[config.mk]
export PLATFORM = sky130hd
export DESIGN_NAME = l1i_axi_read_master
export DESIGN_NICKNAME = d
export VERILOG_FILES = /design/src/rtl/l1i_axi_read_master.sv
export SDC_FILE = /design/constraint.sdc
export NUM_CORES = 1
export LEC_CHECK = 0
export ABC_AREA = 1
export ABC_CLOCK_PERIOD_IN_PS = 2520
export BUFFER_PORTS_ARGS = -buffer_cell sky130_fd_sc_hd__buf_4
export CELL_PAD_IN_SITES_DETAIL_PLACEMENT = 0
export CELL_PAD_IN_SITES_GLOBAL_PLACEMENT = 1
export CORE_MARGIN = 5
export CORE_UTILIZATION = 33
export CTS_CLUSTER_DIAMETER = 150
export DETAILED_ROUTE_END_ITERATION = 8
export PLACE_DENSITY = 0.87
export RECOVER_POWER = 25
export SETUP_SLACK_MARGIN = 0.05
export SYNTH_ARGS = -nofsm -noshare
export SYNTH_HDL_FRONTEND = slang
export SYNTH_SLANG_ARGS = --single-unit
[constraint.sdc]
create_clock -name clk -period 2.52 [get_ports clk]
set_input_delay 0.63 -clock clk [delete_from_list [all_inputs] [get_ports clk]]
set_output_delay 0.63 -clock clk [all_outputs]
set_load 0.05 [all_outputs]
[src/rtl/l1i_axi_read_master.sv]
// l1i_axi_read_master
// Read-only AXI4 master for the L1 instruction cache refill port. One cache
// line request becomes one INCR burst of BURST_BEATS 32-bit beats. Each
// accepted R beat is handed back to the cache as a single-cycle I_wait-low
// pulse carrying the beat on I_out.
module l1i_axi_read_master #(
    parameter logic [3:0] AXI_ID      = 4'd0,
    parameter int         BURST_BEATS = 4
) (
    input  logic        clk,
    input  logic        rst,

    // Cache refill port
    input  logic        I_req,
    input  logic [31:0] I_addr,
    output logic [31:0] I_out,
    output logic        I_wait,

    // AXI read-address channel
    output logic [3:0]  ARID,
    output logic [31:0] ARADDR,
    output logic [3:0]  ARLEN,
    output logic [2:0]  ARSIZE,
    output logic [1:0]  ARBURST,
    output logic        ARVALID,
    input  logic        ARREADY,

    // AXI read-data channel
    input  logic [3:0]  RID,
    input  logic [31:0] RDATA,
    input  logic [1:0]  RRESP,
    input  logic        RLAST,
    input  logic        RVALID,
    output logic        RREADY,

    // Sticky error flag, cleared only by rst
    output logic        rd_err
);

    // Beat counter is just wide enough to index every beat of a burst.
    localparam int              CNT_W     = (BURST_BEATS > 1) ? $clog2(BURST_BEATS) : 1;
    localparam logic [CNT_W-1:0] LAST_BEAT = CNT_W'(BURST_BEATS - 1);
    localparam logic [3:0]      AR_LEN    = 4'(BURST_BEATS - 1);
    localparam logic [2:0]      AR_SIZE   = 3'b010;   // 4 bytes per beat
    localparam logic [1:0]      AR_BURST  = 2'b01;    // INCR

    typedef enum logic [1:0] {
        IDLE = 2'd0,
        ADDR = 2'd1,
        DATA = 2'd2,
        DONE = 2'd3
    } state_t;

    state_t            state;
    state_t            state_nxt;

    logic [31:0]       addr_q;
    logic [31:0]       data_q;
    logic [CNT_W-1:0]  beat_cnt;
    logic              beat_v;
    logic              err_q;

    logic              r_hs;
    logic              last_beat;
    logic              beat_err;
    logic              unused_addr_bits;

    // Line offset bits are irrelevant: the burst always starts at the line base.
    assign unused_addr_bits = ^I_addr[3:0];

    // R handshake is derived from state rather than from RREADY so the
    // next-state logic does not loop back through its own output.
    assign r_hs      = (state == DATA) && RVALID;
    assign last_beat = (beat_cnt == LAST_BEAT);

    // Any bad response, foreign ID, or RLAST disagreeing with the beat count.
    assign beat_err  = r_hs && ((RRESP != 2'b00) ||
                                (RID != AXI_ID) ||
                                (RLAST != last_beat));

    // State register.
    always_ff @(posedge clk) begin
        if (rst) begin
            state <= IDLE;
        end else begin
            state <= state_nxt;
        end
    end

    // Next-state and channel outputs; AR fields read zero outside ADDR.
    always_comb begin
        state_nxt = state;
        ARVALID   = 1'b0;
        ARADDR    = 32'd0;
        ARLEN     = 4'd0;
        ARSIZE    = 3'd0;
        ARBURST   = 2'd0;
        ARID      = 4'd0;
        RREADY    = 1'b0;

        case (state)
            IDLE: begin
                if (I_req) begin
                    state_nxt = ADDR;
                end
            end

            ADDR: begin
                // addr_q is frozen while in ADDR, so the AR fields stay
                // stable for the whole time ARVALID waits on ARREADY.
                ARVALID = 1'b1;
                ARADDR  = addr_q;
                ARLEN   = AR_LEN;
                ARSIZE  = AR_SIZE;
                ARBURST = AR_BURST;
                ARID    = AXI_ID;
                if (ARREADY) begin
                    state_nxt = DATA;
                end
            end

            DATA: begin
                RREADY = 1'b1;
                // The beat count alone ends the burst; RLAST only feeds
                // the error check.
                if (r_hs && last_beat) begin
                    state_nxt = DONE;
                end
            end

            DONE: begin
                // Wait for the cache to drop its request so a request still
                // held high does not refetch the same line.
                if (!I_req) begin
                    state_nxt = IDLE;
                end
            end

            default: begin
                state_nxt = IDLE;
            end
        endcase
    end

    // Line base address captured on request acceptance.
    always_ff @(posedge clk) begin
        if ((state == IDLE) && I_req) begin
            addr_q <= {I_addr[31:4], 4'b0000};
        end
    end

    // Beat capture, delivery pulse, beat counter and sticky error flag.
    always_ff @(posedge clk) begin
        if (rst) begin
            data_q   <= 32'd0;
            beat_cnt <= '0;
            beat_v   <= 1'b0;
            err_q    <= 1'b0;
        end else begin
            beat_v <= r_hs;

            if ((state == IDLE) && I_req) begin
                beat_cnt <= '0;
            end

            if (r_hs) begin
                data_q <= RDATA;
                // Wrap to zero only on the beat that leaves DATA.
                beat_cnt <= last_beat ? '0 : beat_cnt + 1'b1;
            end

            if (beat_err) begin
                err_q <= 1'b1;
            end
        end
    end

    assign I_out  = data_q;
    assign I_wait = ~beat_v;
    assign rd_err = err_q;

endmodule
Yosys cells after proc, flatten, opt, wreduce, memory -nomap -nowiden:

Cells that the tools add are included.

* bits in registers: 66
* output and inout port bits: 81
* logic and storage cells: 42

* $add $sub $neg: 1
* eq/ne operators: 9
* muxes and demuxes: 14
* bitwise operators: 1
* reduce and logical (&&, ||, !) cells: 11

Operator list (number)
* $mux 32: 1
* $mux 2: 9
* $pmux 2 s4: 1
* $eq 2x2->1 const B: 3
* $ne 2x2->1 const B: 3
* $logic_and 1x1->1: 4
* $reduce_and 4->1: 1
* $reduce_bool 2->1: 2
* $reduce_bool 4->1: 1
* $mux 1: 3
* $add 2x1->2 const B: 1
* $eq 2x1->1 const B: 1
* $logic_not 2->1: 1
* $logic_or 1x1->1: 2
* $ne 2x1->1 const B: 1
* $ne 1x1->1: 1
* $not 1->1: 1

Logic depth before layout (Yosys ltp):

Gate-level depths: netlist (run 1).

* depth after elaboration: 5
* mapped depth: 8

Worst setup path after synthesis (run 1):

OpenSTA, ideal clock, no wires.

* path kind: register to output
* start: register state[1]
* end: output port ARADDR[11]
* data arrival time: 1.805 ns
* setup slack: 0.085 ns
* cell stages (with the launch flop): 7
* buffers on the path: 2
* cell sequence: dfxtp_1 inv_1 ha_1 buf_2 buf_2 nand2_1 inv_1

* longest elaborated chain between the ends: 2

RTL lines
* from (decl): line 54 `state_t state;`
* from (signal assigned): line 86 `state <= state_nxt;`
* $eq 2x1->1: line 101 `case (state)`
* $mux 32: line 101
* to (decl): line 21 `output logic [31:0] ARADDR,`

No other way between the ends.

Final worst setup path (run 1):

* start: register state[1]
* end: output port ARADDR[20]

Same word-level chain as after synthesis.

==> flow_metrics.env, run 1 <==
export IMPL_synth_async_sr_flop_share_pct=0
export IMPL_critical_path_rt_ns=1.89
export IMPL_pin_count_of_the_biggest_net_entering_global_routing=38
export IMPL_synthTopCellsByCount="74 x nor2_1, 44 x nand2_1, 38 x dfxtp_1, 37 x inv_1, 36 x o21ai_0"
export IMPL_final_hold_viol_count=0
export IMPL_std_cell_rows=33
export IMPL_post_cts_hold_buffer_count=0
export IMPL_postSynth_topFlopCell="dfxtp_1"
export IMPL_syn2layout_area_growth_pct=43.6
export IMPL_r2r_end="addr_q[11]$_DFFE_PP_"
export IMPL_yosysUniqueCellTypes=21
export IMPL_post_route_util_pct=48.0
export IMPL_postRouteAntennaNets=0
export IMPL_max_freq_ghz=0.443
export IMPL_core_area_mm2=0.00809
export IMPL_timing_hold_worst_class="reg2reg"
export IMPL_cp_start_kind="flop"
export IMPL_clock_tree_from_tritoncts="yes"
export IMPL_max_cap_violations=0
export IMPL_final_hold_slack_ns=0.450
export IMPL_die_width_um=101
export IMPL_portBuffers=139
export IMPL_worst_pin_slew_ns=0.663
export IMPL_power_leakage_uw=0.00197
export IMPL_clkSinkCount=66
export IMPL_detail_route_drc_violations=0
export IMPL_criticalPathCategory="reg2out"
export IMPL_cts_repair_resized=0
export IMPL_gp_congestion=0.833
export IMPL_top_level_ports=157
export IMPL_grt_use_total_pct=13.1
export IMPL_netlist_area_leader_share_pct=31.1
export IMPL_path_max_fanout=34
export IMPL_clkSlewWorstSetupHoldPaths_ns=0.07
export IMPL_number_of_buffers_inserted_during_clock_tree_synthesis=9
export IMPL_detailedRoute_firstIterationViolations=71
export IMPL_finish_instance_area_mm2=0.00388
export IMPL_worst_hold_launch="rd_err$_SDFFE_PP0P_"
export IMPL_synth_yosys_warnings=0
export IMPL_r2r_cells=5
export IMPL_seq_area_frac_synth_pct=59.2
export IMPL_setup_total_negative_slack_ns=0
export IMPL_post_drt_via_cell_ratio=4.21
export IMPL_clock_latency_of_the_later_clocked_register_in_the_worst_skew_pair_ns=0.34
export IMPL_synthCells=302
export IMPL_max_vdd_ir_drop_mv=0.380
export IMPL_r2r_setup_slack_ns=0.84
export IMPL_placed_cells=531
export IMPL_timing_final_crit_period_ns=2.26
export IMPL_maxSlewHeadroom_pct=55.8
export IMPL_ctsRootBufferMaster="clkbuf_8"
export IMPL_total_via_count_in_the_routed_design=2304
export IMPL_drt_first_pass_iters=4
export IMPL_grt_overflow_total=0
export IMPL_dpl_hpwl_um=4900
export IMPL_start_util_pct=33.4
export IMPL_antennaDiodeCount=0
export IMPL_die_height_um=101
export IMPL_final_max_slew_viol_count=0
export IMPL_postCtsSetupRepairBufs=0
export IMPL_nNetsFinal=519
export IMPL_grt_pass1_vias=2220
export IMPL_worst_reg2reg_startpoint="state[1]$_SDFFE_PP0P_"
export IMPL_dpl_instance_area_mm2=0.00374
export IMPL_worst_endpoint_arrival_ns=1.63
export IMPL_die_area_mm2=0.0101
export IMPL_avgSynthCellArea_um2=8.96
export IMPL_instances_no_fill=547
export IMPL_power_density_cell_area_mw_per_mm2=1150
export IMPL_worst_setup_path_startpoint="state[1]$_SDFFE_PP0P_"
export IMPL_mean_routed_wirelength_per_cell_um=12.2
export IMPL_synth_top_area_cell="edfxtp_1"
export IMPL_final_setup_viol_count=0
export IMPL_number_of_synthesized_flops_with_an_enable_pin=28
export IMPL_timing_critical_path_to_type="output port"
export IMPL_clock_tree_buffer_depth=2
export IMPL_drt_wl_total_um=6660
export IMPL_drive_above_1_share_pct=33.9
export IMPL_synth_top_cells_by_area="edfxtp_1 31%, dfxtp_1 28%, nor2_1 10%, o21ai_0 6.7%, nand2_1 6.1%"
export IMPL_yosys_cell_count_top_type="nor2_1"
export IMPL_status="complete, no violations"
export IMPL_ys_seq_elements=66
export IMPL_min_delay_path_depth=2
export IMPL_grt_first_pass_wirelength_um=10400
export IMPL_initial_antenna_violation_count=0
export IMPL_summed_instance_area_of_the_synthesized_netlist_mm2=0.00271
export IMPL_fillerInstances=798
export IMPL_timing_hold_worst_endpoint="rd_err$_SDFFE_PP0P_"
export IMPL_number_of_levels_the_h_tree_was_split_into=3
export IMPL_finalCritPeriodShare_pct=89.5
export IMPL_rsz_0062_raised_after_global_routing="no"
export IMPL_finClkSkew_ns=0.00895
cell families (layout without fill, tap and decap cells):
family	Yosys count	after routing	synth area share [%]
other cells	1	13	0.139
simple gates	123	123	17.7
buf+inv	68	196	13.0
flops	66	66	59.2
xor+xnor	1	1	0.324
compound gates	37	37	6.85
fa+ha+maj	6	6	2.78
flip-flops by register name, summed over array words and instances, names as in the netlist:
signal and cells:
beat_v 1, state 2, beat_cnt 2, I_out 32, addr_q 28, rd_err 1
routing by layer:
metal	global-route usage (%)	wire (um)	vias up
li1	-	-	1177
met1	16.0	2870	1001
met2	20.5	2920	115
met3	5.19	752	11
met4	5.60	113	0
met5	0	0	-
worst max-delay path by stage:
stage                     cells after the start  slack (ns)    endpoint
after floorplan                               6        0.08  ARADDR[11]
after global placement                        6        0.64  ARADDR[20]
after detailed placement                      6        0.61  ARADDR[20]
after CTS                                     6        0.23  ARADDR[20]
after global routing                          6        0.11   ARADDR[4]
final                                         6        0.26  ARADDR[20]
metrics by stage:
stage / power (uW) / setup WS, ns
floorplan: 3140 / 0.0847
CTS: 4580 / 0.228
detailed placement: 3730 / 0.611
finish: 4480 / 0.265
global placement: 3700 / 0.643
global route: 4760 / 0.106
critical path, stage by stage (launching register included):
cell and delay (ns):
dfxtp_1 0.34, inv_1 0.12, ha_1 0.15, buf_4 0.30, nand2_1 0.09, inv_1 0.08, buf_4 0.19
final cells by class:
cell class | instances | area [um^2] | share of cell area [%]
inverter | 39 | 149 | 3.83
clock inverter | 6 | 40.0 | 1.03
tap | 105 | 131 | 3.38
sequential | 66 | 1600 | 41.2
multi-input combinational | 180 | 796 | 20.5
clock buffer | 10 | 149 | 3.83
timing repair buffer | 141 | 1020 | 26.2
layout by cell type, fill, tap and decap left out:
cell type / instances
a21oi_1: 1
buf_4: 102
clkbuf_1: 10
clkbuf_16: 1
clkbuf_2: 1
clkbuf_4: 28
clkbuf_8: 9
clkinv_1: 1
clkinv_2: 1
clkinv_4: 1
clkinvlp_4: 3
conb_1: 13
dfxtp_1: 38
edfxtp_1: 28
ha_1: 6
inv_1: 37
inv_2: 1
inv_4: 1
nand2_1: 44
nand2_4: 1
nand3_1: 1
nand4_1: 2
nor2_1: 74
nor2_2: 1
o21ai_0: 36
xor2_1: 1
report_power, final:
| part | total, uW | internal [uW] | switching, uW |
|---|---|---|---|
| clock network | 829 | 413 | 416 |
| registers | 1460 | 1360 | 92.0 |
| logic | 2190 | 586 | 1610 |
Note: power is estimated with default switching activity, not from simulation.
==> run 2, diff against run 1 <==
--- a/config.mk
+++ b/config.mk
@@ -14,7 +14,8 @@
 export CORE_UTILIZATION = 33
 export CTS_CLUSTER_DIAMETER = 150
 export DETAILED_ROUTE_END_ITERATION = 8
-export PLACE_DENSITY = 0.87
+export HOLD_SLACK_MARGIN = 0.1
+export PLACE_DENSITY_LB_ADDON = 0.25
 export RECOVER_POWER = 25
 export SETUP_SLACK_MARGIN = 0.05
 export SYNTH_ARGS = -nofsm -noshare
==> run 2 against run 1 <==
Effect of this change:
- clock power is 5.5% higher
- combinational power hardly changed
- non-clock buffer count stayed put
- global-route usage is 0.54 points lower
- maximum frequency is 1.9% higher
- design area is 1.1% higher
- sequential cell count stayed put
- worst setup slack better by 0.041 ns
- highest routed layer unchanged
- via count is 2.6% lower
- sequential share of layout area is 0.46 points lower
==> flow_metrics.env, run 2 (synthesis gave the netlist of run 1 again) <==
export IMPL_status="complete, no violations"
export IMPL_nNetsFinal=519
export IMPL_start_util_pct=33.4
export IMPL_die_width_um=101
export IMPL_total_via_count_in_the_routed_design=2244
export IMPL_maxSlewHeadroom_pct=54.1
export IMPL_post_cts_hold_buffer_count=0
export IMPL_worst_pin_slew_ns=0.689
export IMPL_detailedRoute_firstIterationViolations=62
export IMPL_antennaDiodeCount=0
export IMPL_drive_above_1_share_pct=36.2
export IMPL_r2r_cells=5
export IMPL_r2r_setup_slack_ns=0.87
export IMPL_path_max_fanout=34
export IMPL_rsz_0062_raised_after_global_routing="no"
export IMPL_timing_critical_path_to_type="output port"
export IMPL_number_of_levels_the_h_tree_was_split_into=3
export IMPL_clkSlewWorstSetupHoldPaths_ns=0.07
export IMPL_detail_route_drc_violations=0
export IMPL_r2r_end="addr_q[7]$_DFFE_PP_"
export IMPL_max_freq_ghz=0.452
export IMPL_finalCritPeriodShare_pct=87.8
export IMPL_post_drt_via_cell_ratio=4.10
export IMPL_cp_start_kind="flop"
export IMPL_grt_pass1_vias=2151
export IMPL_final_hold_viol_count=0
export IMPL_setup_total_negative_slack_ns=0
export IMPL_grt_overflow_total=0
export IMPL_max_cap_violations=0
export IMPL_number_of_buffers_inserted_during_clock_tree_synthesis=9
export IMPL_clkSinkCount=66
export IMPL_final_setup_viol_count=0
export IMPL_initial_antenna_violation_count=0
export IMPL_postRouteAntennaNets=0
export IMPL_fillerInstances=857
export IMPL_cts_repair_resized=0
export IMPL_mostFrequentLayoutCells="112 x buf_4, 74 x nor2_1, 44 x nand2_1"
export IMPL_timing_hold_worst_class="reg2reg"
export IMPL_grt_use_total_pct=12.6
export IMPL_die_height_um=101
export IMPL_clock_tree_buffer_depth=2
export IMPL_sequential_area_mm2=0.00160
export IMPL_power_leakage_uw=0.00202
export IMPL_portBuffers=139
export IMPL_timing_final_crit_period_ns=2.21
export IMPL_criticalPathCategory="reg2out"
export IMPL_gp_congestion=0.717
export IMPL_core_area_mm2=0.00809
export IMPL_die_area_mm2=0.0101
export IMPL_clock_tree_from_tritoncts="yes"
export IMPL_critical_path_rt_ns=1.89
export IMPL_pin_count_of_the_biggest_net_entering_global_routing=38
export IMPL_worst_endpoint_arrival_ns=1.58
export IMPL_std_cell_rows=33
export IMPL_dpl_hpwl_um=4810
export IMPL_finClkSkew_ns=0.0129
export IMPL_drt_wl_total_um=6490
export IMPL_post_route_util_pct=48.5
export IMPL_largest_register_ffs=32
export IMPL_final_max_slew_viol_count=0
export IMPL_endpoint="ARADDR[19]"
export IMPL_multi_input_area_um2=796
export IMPL_clock_latency_of_the_later_clocked_register_in_the_worst_skew_pair_ns=0.33
export IMPL_power_density_cell_area_mw_per_mm2=1160
export IMPL_drt_first_pass_iters=4
export IMPL_layout_commonest_cell="buf_4"
export IMPL_top_level_ports=157
export IMPL_worst_reg2reg_startpoint="state[0]$_SDFFE_PP0P_"
export IMPL_mean_routed_wirelength_per_cell_um=11.9
export IMPL_grt_first_pass_wirelength_um=10000
export IMPL_max_vdd_ir_drop_mv=0.406
export IMPL_worst_setup_path_startpoint="state[1]$_SDFFE_PP0P_"
export IMPL_syn2layout_area_growth_pct=45.2
export IMPL_postCtsSetupRepairBufs=0
export IMPL_ctsRootBufferMaster="clkbuf_8"
run 2: cell types whose count changed in the layout (fill, tap and decap cells not counted), moves of 2 or more:
cell,change
buf_4,+10
clkinv_2,+2
clkbuf_1,-9
clkinvlp_4,-3
run 2: report_power, final:
part | internal, uW | total [uW] | switching [uW] | leakage (uW)
registers | 1360 | 1450 | 88.9 | 0.000574
clock network | 481 | 875 | 394 | 0.000103
logic | 611 | 2210 | 1600 | 0.00135
run 2: how the worst min path moves through the flow:
stage / slack, ns / depth (start not counted) / to / from
3_3_place_gp: 0.44 / 1 / beat_cnt[0]$_SDFFE_PP0P_ / beat_cnt[0]$_SDFFE_PP0P_
6_report: 0.46 / 2 / rd_err$_SDFFE_PP0P_ / rd_err$_SDFFE_PP0P_
2_1_floorplan: 0.43 / 1 / beat_cnt[0]$_SDFFE_PP0P_ / beat_cnt[0]$_SDFFE_PP0P_
5_1_grt: 0.46 / 1 / addr_q[19]$_DFFE_PP_ / I_addr[19]
4_1_cts: 0.44 / 1 / addr_q[14]$_DFFE_PP_ / I_addr[14]
3_5_place_dp: 0.44 / 2 / rd_err$_SDFFE_PP0P_ / rd_err$_SDFFE_PP0P_
run 2: per-stage QoR:
step	setup WS (ns)	cell area (um^2)	std cells	power, uW	hold slack [ns]
after global placement	0.635	3740	531	3710	0.442
after global routing	0.105	3930	547	4820	0.462
after CTS	0.263	3930	547	4620	0.442
after floorplan	0.0847	2750	314	3140	0.428
final	0.306	3930	547	4540	0.458
after detailed placement	0.629	3740	531	3730	0.441
run 2: area by class of cell:
cell class | count | share of cell area [%]
inverters | 39 | 3.79
clock inverters | 5 | 1.37
well taps | 105 | 3.34
clock buffers | 11 | 3.60
multi-input cells | 180 | 20.3
flip-flops and latches | 66 | 40.8
repair buffers | 141 | 26.9
run 2: routing by layer:
layer  track usage (%)  vias to the layer above  part of all wire (%)  wire length, um
met1              15.1                      961                    42             2740
met5                 0                        -                     0                0
met2              19.7                      101                    45             2940
met3              5.47                       10                    11              717
li1                  -                     1172                     -                -
met4              5.28                        0                   1.4               94
run 2: worst max-delay path: stages (launching register included):
cell and delay [ns]:
dfxtp_1 0.34, inv_1 0.10, ha_1 0.15, buf_4 0.31, nand2_1 0.10, inv_1 0.06
buf_4 0.19
==> run 3, diff against run 2 <==
==> constraint.sdc (replaced) <==
create_clock -name clk -period 2.52 [get_ports clk]
set_input_delay 0.63 -clock clk [delete_from_list [all_inputs] [get_ports clk]]
set_output_delay 0.63 -clock clk [all_outputs]
set_load 0.01 [all_outputs]
==> run 3 against run 2 <==
Effect of this change:
- worst hold slack better by 0.0022 ns
- die area did not move
- largest cell class unchanged
- utilization fell by 0.19 points
- count of clock-buffer cells in the layout unchanged
==> flow_metrics.env, run 3 (synthesis gave the netlist of run 1 again) <==
export IMPL_path_max_fanout=34
export IMPL_final_setup_viol_count=0
export IMPL_finish_instance_area_mm2=0.00391
export IMPL_postRouteAntennaNets=0
export IMPL_timing_final_ws_setup_ns=0.366
export IMPL_clkPwrFrac_pct=26.1
export IMPL_cts_repair_resized=0
export IMPL_pin_count_of_the_biggest_net_entering_global_routing=38
export IMPL_clock_tree_buffer_depth=2
export IMPL_mean_routed_wirelength_per_cell_um=11.9
export IMPL_power_share_sequential_pct=38.9
export IMPL_cellInternalPower_uw=2510
export IMPL_totalPowerFinal_uw=3720
export IMPL_total_via_count_in_the_routed_design=2234
export IMPL_clock_tree_from_tritoncts="yes"
export IMPL_timing_critical_path_to_type="output port"
export IMPL_timing_hold_worst_class="reg2reg"
export IMPL_power_density_cell_area_mw_per_mm2=951
export IMPL_clkSinkCount=66
export IMPL_drt_wl_total_um=6480
export IMPL_post_drt_via_cell_ratio=4.08
export IMPL_r2r_setup_slack_ns=0.90
export IMPL_ctsRootBufferMaster="clkbuf_8"
export IMPL_critical_path_rt_ns=1.89
export IMPL_dpl_hpwl_um=4770
export IMPL_die_area_mm2=0.0101
export IMPL_max_vdd_ir_drop_mv=0.277
export IMPL_syn2layout_area_growth_pct=44.7
export IMPL_die_height_um=101
export IMPL_post_cts_hold_buffer_count=0
export IMPL_dpl_instance_area_mm2=0.00374
export IMPL_mostFrequentLayoutCells="102 x buf_4, 74 x nor2_1, 44 x nand2_1"
export IMPL_worst_endpoint_arrival_ns=1.52
export IMPL_maxSlewHeadroom_pct=65.7
export IMPL_setup_total_negative_slack_ns=0
export IMPL_clock_latency_of_the_later_clocked_register_in_the_worst_skew_pair_ns=0.33
export IMPL_drive_above_1_share_pct=33.7
export IMPL_final_max_slew_viol_count=0
export IMPL_max_freq_ghz=0.464
export IMPL_power_leakage_uw=0.00198
export IMPL_final_hold_viol_count=0
export IMPL_cp_start_kind="flop"
export IMPL_grt_pass1_vias=2148
export IMPL_top_level_ports=157
export IMPL_pwr_share_comb_pct=34.9
export IMPL_number_of_buffers_inserted_during_clock_tree_synthesis=9
export IMPL_criticalPathCategory="reg2out"
export IMPL_gp_congestion=0.721
export IMPL_drt_first_pass_iters=6
export IMPL_grt_use_total_pct=12.6
export IMPL_detailedRoute_firstIterationViolations=72
export IMPL_worst_pin_slew_ns=0.513
export IMPL_largest_register_ffs=32
export IMPL_core_area_mm2=0.00809
export IMPL_switchingPower_uw=1210
export IMPL_timing_final_crit_period_ns=2.15
export IMPL_finalCritPeriodShare_pct=85.5
export IMPL_layout_commonest_cell="buf_4"
export IMPL_portBuffers=139
export IMPL_number_of_levels_the_h_tree_was_split_into=3
export IMPL_status="complete, no violations"
export IMPL_std_cell_rows=33
export IMPL_initial_antenna_violation_count=0
export IMPL_die_width_um=101
export IMPL_grt_first_pass_wirelength_um=9980
export IMPL_finClkSkew_ns=0.00671
export IMPL_max_cap_violations=0
export IMPL_grt_overflow_total=0
export IMPL_pre_cts_slack_ns=0.701
export IMPL_nNetsFinal=519
export IMPL_antennaDiodeCount=0
export IMPL_detail_route_drc_violations=0
export IMPL_clkSlewWorstSetupHoldPaths_ns=0.07
export IMPL_netSwitchingFraction_pct=32.5
export IMPL_rsz_0062_raised_after_global_routing="no"
export IMPL_start_util_pct=33.4
export IMPL_postCtsSetupRepairBufs=0
## run 3: cell count changes in the layout (fill, tap and decap cells not counted)
| cell | change |
|---|---|
| clkinv_4 | -1 |
| buf_4 | -10 |
| clkinv_2 | -1 |
| clkinvlp_4 | +1 |
| clkbuf_1 | +11 |
| clkbuf_2 | -1 |
| bufinv_16 | +1 |
## run 3: layout make-up
type | count | area, um^2
Timing Repair Buffer | 141 | 1020
Clock buffer | 11 | 141
Fill cell | 832 | 4180
Sequential cell | 66 | 1600
Inverter | 39 | 149
Clock inverter | 5 | 77.6
Tap cell | 105 | 131
Multi-Input combinational cell | 180 | 796
## run 3: layer usage
layer  wire, um  vias up  GRT usage, %  share of wire, %
met2       2870       99          19.2                44
met1       2790      953          15.7                43
met3        714        9          5.33                11
li1           -     1173             -                 -
met4        104        0          4.97               1.6
met5          0        -             0                 0
## run 3: critical path, cell delays in order (launching register included)
cell and delay, ns:
dfxtp_1 0.34, inv_1 0.11, ha_1 0.15, buf_4 0.30, nand2_1 0.11, inv_1 0.07
buf_4 0.11
## run 3: power groups by stage
stage / combinational (uW) / clock [uW] / sequential (uW)
6_report: 1300 / 972 / 1450
5_1_grt: 1470 / 1050 / 1470
3_5_place_dp: 1360 / 0 / 1470
3_3_place_gp: 1350 / 0 / 1470
4_1_cts: 1360 / 1010 / 1450
2_1_floorplan: 752 / 0 / 1510
## run 3: metrics by stage
step,hold slack (ns),util (%),cells
final,0.460,48.4,547
after global routing,0.466,48.4,547
after CTS,0.450,48.9,547
after detailed placement,0.445,46.2,531
after global placement,0.443,46.2,531
after floorplan,0.428,-,314
## run 3: final timing paths
| check | startpoint | end | depth (start not counted) |
|---|---|---|---|
| worst min register to register | rd_err$_SDFFE_PP0P_ | rd_err$_SDFFE_PP0P_ | 2 |
| worst max-delay path | state[1]$_SDFFE_PP0P_ | ARADDR[31] | 6 |
| worst max register to register | state[0]$_SDFFE_PP0P_ | I_out[13]$_SDFFE_PP0P_ | 6 |
| worst min-delay path | rd_err$_SDFFE_PP0P_ | rd_err$_SDFFE_PP0P_ | 2 |
